===== src/rtl/dds_ddc_center_axis_stall_detect.sv =====
// Passive per-channel AXIS stall detector: flags channels stalled for STALL_THRESH consecutive cycles.
// Optional build macro STALL_DETECT_STICKY_EN makes BLOCKED flags sticky until reset or clear.
module dds_ddc_center_axis_stall_detect #(
    parameter int NCH          = 4,
    parameter int CNT_W        = 16,
    parameter int STALL_THRESH = 1024,
    localparam int IDX_W       = (NCH > 1) ? $clog2(NCH) : 1
) (
    input  logic             clock,
    input  logic             reset,
    input  logic [NCH-1:0]   axis_tvalid,
    input  logic [NCH-1:0]   axis_tready,
    input  logic             clear,
    output logic [NCH-1:0]   axis_block_sigs,
    output logic [IDX_W-1:0] first_ch,
    output logic             first_valid,
    output logic [15:0]      block_events
);

    // state   | meaning
    // IDLE    | no stall in progress, counter 0
    // COUNT   | unbroken stall run shorter than STALL_THRESH
    // BLOCKED | stall run reached STALL_THRESH, flag high
    typedef enum logic [1:0] {
        IDLE    = 2'd0,
        COUNT   = 2'd1,
        BLOCKED = 2'd2
    } state_t;

    localparam logic [CNT_W-1:0] THRESH_M1 = CNT_W'(STALL_THRESH - 1);
    localparam logic [CNT_W-1:0] CNT_MAX   = {CNT_W{1'b1}};

    state_t           state_q [NCH];
    state_t           state_d [NCH];
    logic [CNT_W-1:0] cnt_q   [NCH];
    logic [CNT_W-1:0] cnt_d   [NCH];
    logic [NCH-1:0]   stall;
    logic [NCH-1:0]   entry;

    logic [IDX_W-1:0] first_ch_d;
    logic             first_valid_d;
    logic [15:0]      block_events_d;

    assign stall = axis_tvalid & ~axis_tready;

    always_comb begin
        for (int i = 0; i < NCH; i++) begin
            state_d[i] = state_q[i];
            cnt_d[i]   = cnt_q[i];
            entry[i]   = 1'b0;
            case (state_q[i])
                IDLE: begin
                    if (stall[i]) begin
                        cnt_d[i]   = CNT_W'(1);
                        state_d[i] = (STALL_THRESH == 1) ? BLOCKED : COUNT;
                    end else begin
                        cnt_d[i] = '0;
                    end
                end
                COUNT: begin
                    if (stall[i]) begin
                        cnt_d[i] = (cnt_q[i] != CNT_MAX) ? cnt_q[i] + CNT_W'(1) : cnt_q[i];
                        if (cnt_q[i] == THRESH_M1) begin
                            state_d[i] = BLOCKED;
                        end
                    end else begin
                        cnt_d[i]   = '0;
                        state_d[i] = IDLE;
                    end
                end
                BLOCKED: begin
                    if (stall[i]) begin
                        cnt_d[i] = (cnt_q[i] != CNT_MAX) ? cnt_q[i] + CNT_W'(1) : cnt_q[i];
                    end else begin
                        cnt_d[i] = '0;
`ifdef STALL_DETECT_STICKY_EN
                        state_d[i] = BLOCKED;
`else
                        state_d[i] = IDLE;
`endif
                    end
                end
                default: begin
                    state_d[i] = IDLE;
                    cnt_d[i]   = '0;
                end
            endcase
            // Sticky build never leaves BLOCKED, so each channel enters at most once per interval.
            entry[i] = (state_q[i] != BLOCKED) && (state_d[i] == BLOCKED);
        end
    end

    always_comb begin
        logic [16:0]      sum;
        logic             found;
        logic [IDX_W-1:0] idx;
        sum   = {1'b0, block_events};
        found = 1'b0;
        idx   = '0;
        for (int i = NCH - 1; i >= 0; i--) begin
            sum = sum + 17'(entry[i]);
            if (entry[i]) begin
                found = 1'b1;
                idx   = IDX_W'(i);
            end
        end
        block_events_d = sum[16] ? 16'hFFFF : sum[15:0];
        first_ch_d     = first_ch;
        first_valid_d  = first_valid;
        if (!first_valid && found) begin
            first_ch_d    = idx;
            first_valid_d = 1'b1;
        end
    end

    always_ff @(posedge clock) begin
        if (reset || clear) begin
            for (int i = 0; i < NCH; i++) begin
                state_q[i] <= IDLE;
                cnt_q[i]   <= '0;
            end
            first_ch     <= '0;
            first_valid  <= 1'b0;
            block_events <= '0;
        end else begin
            for (int i = 0; i < NCH; i++) begin
                state_q[i] <= state_d[i];
                cnt_q[i]   <= cnt_d[i];
            end
            first_ch     <= first_ch_d;
            first_valid  <= first_valid_d;
            block_events <= block_events_d;
        end
    end

    always_comb begin
        axis_block_sigs = '0;
        for (int i = 0; i < NCH; i++) begin
            axis_block_sigs[i] = (state_q[i] == BLOCKED);
        end
    end

endmodule


===== config.mk =====
export PLATFORM = sky130hd
export DESIGN_NAME = dds_ddc_center_axis_stall_detect
export DESIGN_NICKNAME = d
export VERILOG_FILES = /design/src/rtl/dds_ddc_center_axis_stall_detect.sv
export SDC_FILE = /design/constraint.sdc
export NUM_CORES = 1
export LEC_CHECK = 0
export CORE_MARGIN = 2
export CORE_UTILIZATION = 46
export CTS_BUF_LIST = sky130_fd_sc_hd__clkbuf_4 sky130_fd_sc_hd__clkbuf_8 sky130_fd_sc_hd__clkbuf_16
export CTS_CLUSTER_SIZE = 8
export DETAILED_ROUTE_END_ITERATION = 16
export HOLD_SLACK_MARGIN = 0.08
export PLACE_DENSITY_LB_ADDON = 0.2
export REMOVE_ABC_BUFFERS = 1
export SYNTH_ARGS = -nofsm -noshare
export SYNTH_HDL_FRONTEND = slang
export SYNTH_SLANG_ARGS = --single-unit

===== constraint.sdc =====
create_clock -name clock -period 9.2 [get_ports clock]
set_input_delay 1.84 -clock clock [delete_from_list [all_inputs] [get_ports clock]]
set_output_delay 1.84 -clock clock [all_outputs]
set_load 0.01 [all_outputs]

==> results.yml <==
placed_design:
  gp_congestion: 0.8583
  portBuffers: 33
  placed_cells: 742
  placed_cell_area_um2: 5330
  pre_cts_ws_ns: 3.326
  dp_hpwl_mm: 7.209
yosys:
  synth_area_um2: 4912
  yosys_warnings: 0
  ys_types: 65
  avgSynthCellArea_um2: 8.312
  ys_seq_area_share_pct: 37.09
  synth_edf_count: 0
  syn_inst: 591
  ys.flop_type: "dfxtp_1"
  synthArstFlopShare_pct: 0
  postSynthRegisterBits: 91
setup_path:
  critical_path_class: "in2reg"
  cp-start-kind: "input pin"
  worstPathRequired_ns: 9.49
  r2r_slack_ns: 4.87
  cp.buffers_inverters: 2
  critPathMaxFanout: 13
  cpPeakStageDelay_ns: 0.62
  crit_chain: "clkdlybuf4s50_1 > nor2b_1 > nand2_1 > a211o_2 > or3_4 > fa_1 > fa_1 > inv_1 > fa_1 > nand3_1 > or3_1 > a21oi_1"
  slowest_stage: "or3_1"
  critPathTopFamily: "simple AND/OR/NAND/NOR gates"
  r2r_start: "cnt_q[2][0]"
  crit_top_cell: "fa_1"
  crit-reg2reg-capture: "block_events[0]"
  reg2reg_depth: 13
  crit_arrival_ns: 5.78
  end_kind: "register"
clock_tree:
  numCtsBuffers: 9
  clockBufferDepth: 2
  cts_tree: "yes"
  cts_setup_buffers: 0
  cts-resized-gates: 0
  clock_latency_ns: 0.37
  clk_pin_slew_ns: 0.08
  cts-htree-levels: 3
  cts-hold-fix-buffers: 0
  root_buffer: "clkbuf_8"
  cts.sinks: 91
route:
  vias: 4150
  drt-vias-per-instance: 5.482
  wl_per_cell_um: 13.63
  drt_iter0_drc: 197
  first_pass_iters: 4
  drcViolationCount: 0
  wl_mm: 10.32
  drt.antenna.violating_nets: 0
final_layout:
  fin_nets: 652
  nFillCells: 975
  syn_to_final_growth_pct: 11.92
  fin_cells: 757
  utilization_pct: 53.25
  stdcell_area_um2: 5498
  diodes: 0
  layout-drive-gt1-share_pct: 6.119
floorplan:
  num_rows: 37
  initial_utilization_pct: 47.58
  io_pins: 34
  die_w_um: 107.3
  fp.dieArea_um2: 11520
  coreArea_um2: 10320
  dieHeight_um: 107.3
timing:
  clock_skew_ns: 0.005380
  maxSlewViolCount: 0
  fin_crit_sh_pct: 59.70
  rsz0062_at_grt: "false"
  finalHoldViolations: 0
  fin_ws_ns: 3.708
  clock.fmax_ghz: 0.1821
  hold_slack_ns: 0.4807
  setup_viol: 0
  setup-tns-final_ns: 0
  finalWorstPathRequiredPeriod_ns: 5.492
  relSlewSlack_pct: 31.93
  worstMarginPinSlew_ns: 1.014
global_routing:
  track_usage_pct: 18.97
  grt_overflow: 0
  grt_pass1_vias: 3868
  grt_antenna_before_repair: 0
  grt_max_degree: 35
  grt_pass1_wl_mm: 17.84
min_path:
  holdPathEnd: "cnt_q[3][1]"
  worstHoldStart: "cnt_q[3][1]"
  min_path_type: "reg2reg"
  min_path_cells: 2
pwr:
  powerDensity_nw_per_um2: 120.9
  vdd.ir_drop.worst_uv: 63.16
  p_total_mw: 0.6646
  p_leak_nw: 1.738
run:
  maxCapViolCount: 0
outcome:
  status: "finished clean"
per-layer routing:
metal | part of all wire, % | up-vias | track usage [%]
met4 | 1.7 | 0 | 7.143
met1 | 50 | 1918 | 25.80
met5 | 0 | - | 0
met3 | 4.8 | 11 | 4.419
li1 | - | 2145 | -
met2 | 44 | 76 | 29.29
cells in the mapped netlist (3+ instances only):
library cell / n / area, um^2
xor2_1: 27 / 236.5
a211oi_1: 5 / 37.54
clkbuf_1: 15 / 56.30
nor3b_1: 4 / 30.03
nor4b_1: 7 / 61.31
nand2_1: 42 / 157.7
xnor2_1: 21 / 183.9
or4_1: 3 / 22.52
nor3_2: 4 / 40.04
or2_2: 3 / 18.77
nor3_1: 21 / 105.1
nor2_1: 87 / 326.6
fa_1: 3 / 60.06
o21ai_1: 4 / 20.02
nor2b_1: 7 / 43.79
o21ai_0: 20 / 100.1
or3_1: 7 / 43.79
inv_1: 23 / 86.33
and3_1: 8 / 50.05
a21oi_1: 39 / 195.2
or4b_1: 3 / 30.03
nand4_1: 20 / 125.1
nand2b_1: 6 / 37.54
ha_1: 21 / 262.8
o211ai_1: 4 / 30.03
and2_1: 4 / 25.02
nor4_1: 3 / 18.77
nand3_1: 37 / 185.2
and4_1: 7 / 61.31
dfxtp_1: 91 / 1822
cells in the final DEF (no fill, tap or decap), types with 8 or more instances in the layout:
master and instances:
dfxtp_1 91, clkbuf_8 10, nand2_1 42, ha_1 21
xor2_1 27, nand4_1 20, nor2_1 87, a21oi_1 39
nand3_1 37, nor3_1 21, xnor2_1 21, inv_1 23
o21ai_0 19, and3_1 8, clkdlybuf4s50_1 33
worst max path at each step:
stage,start,slack [ns],cells past startpoint,endpoint
finish,axis_tvalid[0],3.71,12,block_events[0]
global route,axis_tvalid[0],3.54,12,block_events[6]
CTS,axis_tvalid[0],3.73,12,block_events[0]
detailed placement,axis_tvalid[0],3.33,12,block_events[0]
global placement,axis_tvalid[0],3.47,12,block_events[0]
floorplan,axis_tvalid[0],4.23,11,block_events[0]
power breakdown:
part / switching (mW) / total (mW) / leakage [nW] / internal (mW)
Sequential: 0.00168 / 0.396 / 0.733 / 0.395
Combinational: 0.0134 / 0.0237 / 0.912 / 0.0102
Clock: 0.136 / 0.245 / 0.0928 / 0.109
Total: 0.151 / 0.665 / 1.74 / 0.514
cell families (layout without fill, tap and decap cells):
family	Yosys count	in the layout	share of synthesized area (%)
AO/OA/AOI/OAI	98	98	12.84
XOR/XNOR	48	48	8.558
adder cells (fa/ha/maj)	24	24	6.572
buffers and inverters	42	72	3.515
flip-flops	91	91	37.09
multiplexers	1	1	0.2038
AND/OR/NAND/NOR	287	287	31.23
registers in the layout (all words and copies together), names as in the netlist:
| register | flops |
|---|---|
| cnt_q | 64 |
| block_events | 16 |
| state_q | 8 |
| first_ch | 2 |
| first_valid | 1 |
cell type report:
| cell class | count | area, um^2 | area share [%] |
|---|---|---|---|
| Tap cell | 136 | 170.2 | 3.095 |
| Timing Repair Buffer | 33 | 330.3 | 6.008 |
| Clock inverter | 3 | 15.01 | 0.2731 |
| Inverter | 24 | 90.09 | 1.639 |
| Sequential cell | 91 | 1822 | 33.14 |
| Clock buffer | 12 | 152.6 | 2.777 |
| Multi-Input combinational cell | 458 | 2918 | 53.07 |
worst min-delay path: cells and delay by family, from the launching register on:
kind,cells,cell delay [ns]
and+or+nand+nor,1,0.06
DFF,1,0.33
AOI/OAI and AO/OA,1,0.05
Power figures use the tool's default switching activity.
